==> config.mk <==
export PLATFORM = sky130hd
export DESIGN_NAME = ghost_wall_probe
export DESIGN_NICKNAME = d
export VERILOG_FILES = /design/src/rtl/ghost_wall_probe_pkg.sv /design/src/rtl/tile_neighbor_addr.sv /design/src/rtl/ghost_wall_probe.sv
export SDC_FILE = /design/constraint.sdc
export NUM_CORES = 1
export LEC_CHECK = 0
export ABC_AREA = 1
export BUFFER_PORTS_ARGS = -buffer_cell sky130_fd_sc_hd__buf_2
export CELL_PAD_IN_SITES_DETAIL_PLACEMENT = 0
export CELL_PAD_IN_SITES_GLOBAL_PLACEMENT = 2
export CORE_ASPECT_RATIO = 1.25
export CORE_UTILIZATION = 37
export CTS_BUF_LIST = sky130_fd_sc_hd__clkbuf_2
export DETAILED_ROUTE_END_ITERATION = 6
export PLACE_DENSITY = 0.9
export REMOVE_ABC_BUFFERS = 1
export SLEW_MARGIN = 20
export SYNTH_ARGS = -nofsm -noshare
export SYNTH_HDL_FRONTEND = slang
export SYNTH_SLANG_ARGS = --single-unit
==> constraint.sdc <==
create_clock -name clk -period 15.66 [get_ports clk]
set_clock_uncertainty 0.2 [all_clocks]
set_input_delay 3.132 -clock clk [delete_from_list [all_inputs] [get_ports clk]]
set_output_delay 3.132 -clock clk [all_outputs]
set_load 0.1 [all_outputs]
==> src/rtl/ghost_wall_probe_pkg.sv <==
// Shared maze constants, probe FSM encoding and tile-address helper for the
// ghost and Pac-Man blocks.
package ghost_wall_probe_pkg;

  localparam int MAZE_W     = 28;
  localparam int MAZE_H     = 36;
  localparam int TUNNEL_ROW = 17;
  localparam int ADDR_W     = 10;
  localparam int COORD_W    = 6;

  typedef enum logic [2:0] {
    ST_IDLE     = 3'd0,
    ST_RD_UP    = 3'd1,
    ST_RD_DOWN  = 3'd2,
    ST_RD_LEFT  = 3'd3,
    ST_RD_RIGHT = 3'd4,
    ST_DRAIN    = 3'd5,
    ST_DONE     = 3'd6
  } probe_state_e;

  typedef enum logic [1:0] {
    DIR_UP    = 2'd0,
    DIR_DOWN  = 2'd1,
    DIR_LEFT  = 2'd2,
    DIR_RIGHT = 2'd3
  } dir_e;

  // y*28 + x built from shifts so no multiplier is inferred.
  function automatic logic [ADDR_W-1:0] tile_addr(input logic [COORD_W-1:0] ty,
                                                  input logic [COORD_W-1:0] tx);
    logic [ADDR_W-1:0] y10;
    logic [ADDR_W-1:0] x10;
    y10 = {{(ADDR_W-COORD_W){1'b0}}, ty};
    x10 = {{(ADDR_W-COORD_W){1'b0}}, tx};
    return (y10 << 4) + (y10 << 3) + (y10 << 2) + x10;
  endfunction

endpackage

==> src/rtl/tile_neighbor_addr.sv <==
// Neighbour tile address for one direction, with maze bounds and the
// horizontal wrap on the tunnel row.
module tile_neighbor_addr #(
  parameter int MAZE_W     = ghost_wall_probe_pkg::MAZE_W,
  parameter int MAZE_H     = ghost_wall_probe_pkg::MAZE_H,
  parameter int TUNNEL_ROW = ghost_wall_probe_pkg::TUNNEL_ROW
) (
  input  logic [5:0] x,
  input  logic [5:0] y,
  input  logic [1:0] dir,
  output logic [9:0] addr,
  output logic       oob
);
  import ghost_wall_probe_pkg::*;

  localparam logic signed [7:0] W_S = 8'(MAZE_W);
  localparam logic signed [7:0] H_S = 8'(MAZE_H);
  localparam logic signed [7:0] T_S = 8'(TUNNEL_ROW);

  logic signed [7:0] nx;
  logic signed [7:0] ny;

  always_comb begin
    nx  = signed'({2'b00, x});
    ny  = signed'({2'b00, y});
    oob = 1'b0;
    case (dir_e'(dir))
      DIR_UP:    ny = ny - 8'sd1;
      DIR_DOWN:  ny = ny + 8'sd1;
      DIR_LEFT:  nx = nx - 8'sd1;
      DIR_RIGHT: nx = nx + 8'sd1;
      default:   ;
    endcase
    if (ny < 8'sd0 || ny >= H_S) begin
      oob = 1'b1;
    end else if (nx < 8'sd0 || nx >= W_S) begin
      // Only the tunnel row wraps; every other row treats the edge as wall.
      if (ny == T_S) nx = (nx < 8'sd0) ? (W_S - 8'sd1) : 8'sd0;
      else           oob = 1'b1;
    end
    addr = oob ? '0 : tile_addr(ny[5:0], nx[5:0]);
  end

endmodule

==> src/rtl/ghost_wall_probe.sv <==
// Per-frame probe of the four tiles around a ghost against the external maze
// ROM; publishes all four wall flags together with a walls_valid pulse.
module ghost_wall_probe #(
  parameter int MAZE_W     = ghost_wall_probe_pkg::MAZE_W,
  parameter int MAZE_H     = ghost_wall_probe_pkg::MAZE_H,
  parameter int TUNNEL_ROW = ghost_wall_probe_pkg::TUNNEL_ROW
) (
  input  logic       clk,
  input  logic       rst_n,
  input  logic       frame_tick,
  input  logic [5:0] ghostX,
  input  logic [5:0] ghostY,
  output logic       mem_rd,
  output logic [9:0] mem_addr,
  input  logic       mem_wall,
  output logic       wallUp,
  output logic       wallDown,
  output logic       wallLeft,
  output logic       wallRight,
  output logic       walls_valid,
  output logic       busy,
  output logic [2:0] dbg_state_o
);
  import ghost_wall_probe_pkg::*;

  probe_state_e state_q, state_d;
  logic [5:0]   x_q, y_q;
  logic [3:0]   shadow_q;
  logic [3:0]   flags_q;
  logic         rd_q;
  logic [1:0]   dir_q;
  logic [1:0]   cur_dir;
  logic         rd_state;
  logic [9:0]   nb_addr;
  logic         nb_oob;

  tile_neighbor_addr #(
    .MAZE_W     (MAZE_W),
    .MAZE_H     (MAZE_H),
    .TUNNEL_ROW (TUNNEL_ROW)
  ) u_nb (
    .x    (x_q),
    .y    (y_q),
    .dir  (cur_dir),
    .addr (nb_addr),
    .oob  (nb_oob)
  );

  always_ff @(posedge clk or negedge rst_n) begin
    if (!rst_n) state_q <= ST_IDLE;
    else        state_q <= state_d;
  end

  // Ticks outside IDLE (including the DONE cycle) are simply dropped.
  always_comb begin
    state_d = state_q;
    case (state_q)
      ST_IDLE:     if (frame_tick) state_d = ST_RD_UP;
      ST_RD_UP:    state_d = ST_RD_DOWN;
      ST_RD_DOWN:  state_d = ST_RD_LEFT;
      ST_RD_LEFT:  state_d = ST_RD_RIGHT;
      ST_RD_RIGHT: state_d = ST_DRAIN;
      ST_DRAIN:    state_d = ST_DONE;
      ST_DONE:     state_d = ST_IDLE;
      default:     state_d = ST_IDLE;
    endcase
  end

  always_comb begin
    cur_dir  = DIR_UP;
    rd_state = 1'b0;
    case (state_q)
      ST_RD_UP:    begin rd_state = 1'b1; cur_dir = DIR_UP;    end
      ST_RD_DOWN:  begin rd_state = 1'b1; cur_dir = DIR_DOWN;  end
      ST_RD_LEFT:  begin rd_state = 1'b1; cur_dir = DIR_LEFT;  end
      ST_RD_RIGHT: begin rd_state = 1'b1; cur_dir = DIR_RIGHT; end
      default:     ;
    endcase
  end

  always_comb begin
    mem_rd      = rd_state && !nb_oob;
    mem_addr    = (rd_state && !nb_oob) ? nb_addr : '0;
    busy        = (state_q != ST_IDLE);
    walls_valid = (state_q == ST_DONE);
  end

  // rd_q/dir_q remember which flag the ROM answer arriving this cycle belongs to.
  always_ff @(posedge clk or negedge rst_n) begin
    if (!rst_n) begin
      x_q      <= '0;
      y_q      <= '0;
      rd_q     <= 1'b0;
      dir_q    <= DIR_UP;
      shadow_q <= 4'hF;
      flags_q  <= 4'hF;
    end else begin
      if (state_q == ST_IDLE && frame_tick) begin
        x_q <= ghostX;
        y_q <= ghostY;
      end
      rd_q  <= mem_rd;
      dir_q <= cur_dir;
      if (rd_q)               shadow_q[dir_q]   <= mem_wall;
      if (rd_state && nb_oob) shadow_q[cur_dir] <= 1'b1;
      if (state_q == ST_DONE) flags_q <= shadow_q;
    end
  end

  assign wallUp      = flags_q[DIR_UP];
  assign wallDown    = flags_q[DIR_DOWN];
  assign wallLeft    = flags_q[DIR_LEFT];
  assign wallRight   = flags_q[DIR_RIGHT];
  assign dbg_state_o = state_q;

endmodule

* After elaboration in Yosys (flattened, before gate mapping)
Cells that the tools add are included.
Storage, ports and cells: register bits after elaboration 26, bits in latches 0, bits in writable memories 0, bits in read-only memories 0, output and inout bits 20, logic and storage cells 68, memories 0
Operators by class: $add $sub $neg 7, multiply operators 0, divide/modulo/power cells 0, magnitude comparators 8, eq/ne operators 11, shifts and indexed selects 0, multiplexer cells 22, bitwise gates (word level) 1, reduce and logical (&&, ||, !) cells 12
Operators with widths (number):
- one-hot mux 8 bit (2 select lines) | 2
- 2-to-1 mux 10 bit | 2
- 2-to-1 mux 6 bit | 3
- one-hot mux 3 bit (6 select lines) | 1
- < comparator 8 x 1 -> 1 bit, second input constant | 2
- adder 6 x 1 -> 7 bit, second input constant | 2
- subtractor 6 x 1 -> 7 bit, second input constant | 2
- adder 10 x 6 -> 10 bit | 1
- adder 10 x 8 -> 10 bit | 1
- adder 10 x 9 -> 10 bit | 1
- == test 3 bit, second input constant | 3
- == test 8 x 6 -> 1 bit, second input constant | 1
- greater-or-equal comparator 8 x 6 -> 1 bit, second input constant | 1
- greater-or-equal comparator 8 x 7 -> 1 bit, second input constant | 1
- 2-to-1 mux 4 bit | 2
- == test 3 x 2 -> 1 bit, second input constant | 2
- < comparator 2 x 3 -> 1 bit, second input constant | 2
- 2-to-1 mux 1 bit | 6
- one-hot mux 2 bit (3 select lines) | 1
- logical AND 1 bit | 5
- 2-to-1 mux 5 bit | 1
- bitwise mux 4 bit | 1
- demux 1 bit (select 2 bit) | 2
- == test 2 bit, second input constant | 2
- 12 further kinds | 14

* Logic depth before layout (Yosys ltp)
word-level depth 12, depth in mapped cells 29, gate-level depth less buffers 28

* Modules after synthesis
Synthesis repeated with hierarchy kept, for this count alone.
Second synthesis, totals: cells, all modules 343, area total of the unflattened synthesis 2421.1 µm²
Modules (own cells, without submodules):
- tile_neighbor_addr | times used 1, cells each 198, area each 1218.7 µm²
- ghost_wall_probe | times used 1, cells each 145, area each 1202.4 µm²

* Worst setup path after synthesis
OpenSTA, ideal clock, no wires.
path type register -> output, start register state_q[2], in the netlist dbg_state_o[2], end output port mem_addr[8], arrival time 5899 ps, setup slack 6429 ps, stages on the path, launching flop included 26, buffers on the path 1, path through dfrtp_1 buf_4 inv_2 nand3_4 nand2_4 nor2_1 inv_1 a21oi_1 inv_1 a31oi_1 inv_1 ha_1 a21oi_1 nand3_1 inv_1 nand4_1 nand2_1 inv_1 fa_1 fa_1 ha_1 fa_1 a21oi_1 o21ai_0 xnor2_1 nor2_2
Between the ends: cells in the longest elaborated chain, start to end 12
Ends and longest elaborated chain:
- start, declared | line ghost_wall_probe.sv:26 | probe_state_e state_q, state_d;
- start signal, assigned | line ghost_wall_probe.sv:51 | else state_q <= state_d;
- == test 3 bit / == test 3 x 2 -> 1 bit (equally long branches) | line ghost_wall_probe.sv:72 | case (state_q)
- one-hot mux 2 bit (3 select lines) * | line ghost_wall_probe.sv:72
- net cur_dir[1] | line ghost_wall_probe.sv:32 | logic [1:0] cur_dir;
- branches (longest 9 deep; another with adder 10 x 9 -> 10 bit)
- 2-to-1 mux 10 bit * | line ghost_wall_probe.sv:83 | mem_addr = (rd_state && !nb_oob) ? nb_addr : '0;
- end, declared | line ghost_wall_probe.sv:14 | output logic [9:0] mem_addr,
Mark *: on every way through the listed nets, which the timed path passes.

* Final worst setup path
Same ends and word-level chain as after synthesis.

==> flow_summary.json <==
{
  "cp-start-kind": "flop",
  "critPathMaxFanout": 9,
  "clock.fmax_mhz": 108,
  "top_level_ports": 36,
  "ctsResizeCount": 0,
  "globalRoute.totalOverflow": 0,
  "route.detailed.wl_per_inst_um": 12.7,
  "synth_ff_type": "dfrtp_1",
  "post-cts-setup-buffer-count": 0,
  "final-hold-violation-count": 0,
  "finish.net_count": 424,
  "grt_first_pass_wirelength_um": 10100,
  "mappedNetlistArea_sq_um": 2530,
  "max_cap_viol_count": 0,
  "post_dp_cell_area_sq_um": 2770,
  "vias_in_the_first_global_route": 2143,
  "hold_slack_ns": 0.283,
  "tritoncts": "done",
  "synth-xor-area-share_pct": 2.42,
  "synth_adder_area_share_pct": 18.5,
  "postRouteWirelength_um": 5870,
  "dominant_combinational_cell_family_by_area_after_synthesis": "simple AND/OR/NAND/NOR gates",
  "route.vias.total": 2309,
  "synth_compound_gate_area_share_pct": 10.5,
  "core-area_sq_um": 6610,
  "yosys.area.top_type": "dfrtp_1",
  "total_routing_usage_reported_by_global_routing_pct": 17.6,
  "mean_post_synth_cell_area_sq_um": 7.40,
  "cp.required_ns": 12.33,
  "rows": 33,
  "die_area_sq_um": 7180,
  "diodes": 0,
  "synthTopCellsByArea": "dfrtp_1, ha_1, nand2_1",
  "area.growth.synth_to_final_pct": 11.2,
  "grt_max_degree": 27,
  "numPortBuffers": 35,
  "share_of_synthesized_registers_carrying_an_async_set_or_reset_pct": 100,
  "cts-root-to-sink-buffers": 2,
  "setup-violations-final": 0,
  "slowest_delay_ns": 0.63,
  "floorplan.initialDensity_pct": 38.3,
  "hp-class": "flop to flop",
  "antenna_found_initial": 0,
  "synthDominantCellAreaShare_pct": 17.8,
  "chipWidth_um": 76.0,
  "number_of_clock_sinks_seen_by_cts": 26,
  "finalSetupTns_ns": 0,
  "yosys_warnings": 0,
  "drv_slew": 0,
  "detailedRoute.firstPassIterationCount": 5,
  "drtIter0Drc": 107,
  "drive_above_1_share_pct": 20.5,
  "worstSetupPathType": "flop to output pin",
  "status": "finished clean",
  "path_common_cell": "inv_1",
  "final_cell_area_sq_um": 2810,
  "half_perimeter_wire_length_after_detailed_placement_um": 4720,
  "post_drt_via_cell_ratio": 5.00,
  "synth_enable_flop_cells": 0,
  "ant_nets": 0,
  "finalCritPeriodShare_pct": 58.9,
  "drt_drc_violations_left": 0,
  "die_height_um": 94.5,
  "synthTopCellsByCount": "nand2_1, inv_1, nor2_1",
  "setup_repair_after_global_routing_missed_its_margin": "false",
  "synth_seq_area_share_pct": 26.1,
  "worstRegToRegCells": 17,
  "period_needed_ns": 9.22,
  "worst_setup_path_end_kind": "output pin",
  "cell_count_after_synthesis": 342,
  "clock_insertion_delay_worst_skew_ns": 0.39,
  "synthMuxAreaShare_pct": 0,
  "most_common_cell_in_the_netlist": "nand2_1",
  "htree_levels": 1,
  "tightest_slew_ns": 0.841,
  "place.gp.congestion": 0.849,
  "postSynthRegisterBits": 26,
  "maxSlewHeadroom_pct": 43.8,
  "numCtsBuffers": 3,
  "clock_pin_slew_on_the_worst_setup_and_hold_paths_ns": 0.29,
  "cts.hold.buffers_added": 0,
  "yosys.area_share.simple_pct": 33.1,
  "clk_root_buffer_cell": "clkbuf_2",
  "whs_path_cells": 2,
  "cp_data_arrival_time_ns": 5.89,
  "cpMaxStageDelayCell": "dfrtp_1",
  "synth.distinct_cells": 35
}
==> layer usage <==
metal,global-route usage (%),share of wire (%),routed length (um),up-vias
met5,0,0,0,-
li1,-,-,-,1163
met1,21.8,44,2590,1082
met2,32.5,51,2970,54
met4,5.29,1.7,100,0
met3,1.74,3.6,213,10
==> logic make-up (layout without fill, tap and decap cells) <==
| kind of cell | Yosys count | after routing |
|---|---|---|
| adder cells (fa/ha/maj) | 32 | 32 |
| AND/OR/NAND/NOR | 173 | 173 |
| flip-flops | 26 | 26 |
| XOR/XNOR | 7 | 7 |
| buffers and inverters | 57 | 90 |
| AO/OA/AOI/OAI | 47 | 47 |
==> per-stage QoR <==
| step | std cells | util (%) | worst slack [ns] |
|---|---|---|---|
| floorplan | 336 | - | 6.42 |
| global placement | 458 | 41.9 | 6.95 |
| detailed placement | 458 | 41.9 | 6.92 |
| CTS | 462 | 42.6 | 6.42 |
| global route | 462 | 42.6 | 5.80 |
| finish | 462 | 42.6 | 6.44 |
==> cell usage in the layout, fill, tap and decap left out, drive strengths merged, types with 3 or more instances in the layout <==
master,instances
xor2,5
o21bai,4
nand3,36
inv,51
ha,23
o21ai,16
nand2,77
dfrtp,18
nor2,48
nand4,6
nor3,3
a21oi,18
dfstp,8
clkbuf,3
a31oi,3
buf,35
fa,9
==> flip-flops by register name, indices dropped and copies added, names as in the netlist <==
register     flops
dbg_state_o      3
dir_q            2
flags_q          4
rd_q             1
shadow_q         4
x_q              6
y_q              6
==> path summary, 6_finish.rpt <==
path | startpoint | end | slack (ns)
worst max-delay path | dbg_state_o[2]$_DFFE_PN0P_ | mem_addr[8] | 6.44
worst min-delay path | flags_q[2]$_DFFE_PN1P_ | flags_q[2]$_DFFE_PN1P_ | 0.28
worst max register to register | dbg_state_o[2]$_DFFE_PN0P_ | rd_q$_DFF_PN0_ | 12.22
worst min register to register | flags_q[2]$_DFFE_PN1P_ | flags_q[2]$_DFFE_PN1P_ | 0.28
max in group asynchronous | rst_n | flags_q[0]$_DFFE_PN1P_ | 12.38
min in group asynchronous | rst_n | x_q[5]$_DFFE_PN0P_ | 2.49
==> worst max-delay path, delay by kind of cell, from the launching register on <==
family	cells	cell delay [ns]
xor+xnor	1	0.15
buf+inv	6	0.91
fa+ha+maj	5	1.78
simple gates	9	0.98
compound gates	5	1.04
flops	1	0.63
==> area by class of cell <==
class | instances | area (sq um)
clock buffers | 3 | 15.0
clock inverters | 1 | 30.0
fillers | 719 | 3790
inverters | 51 | 191
multi-input cells | 259 | 1630
flip-flops and latches | 26 | 661
well taps | 87 | 109
repair buffers | 35 | 175
Power is not shown: default switching activity piles up to over one toggle a cycle in this logic, so the estimate is an artifact.
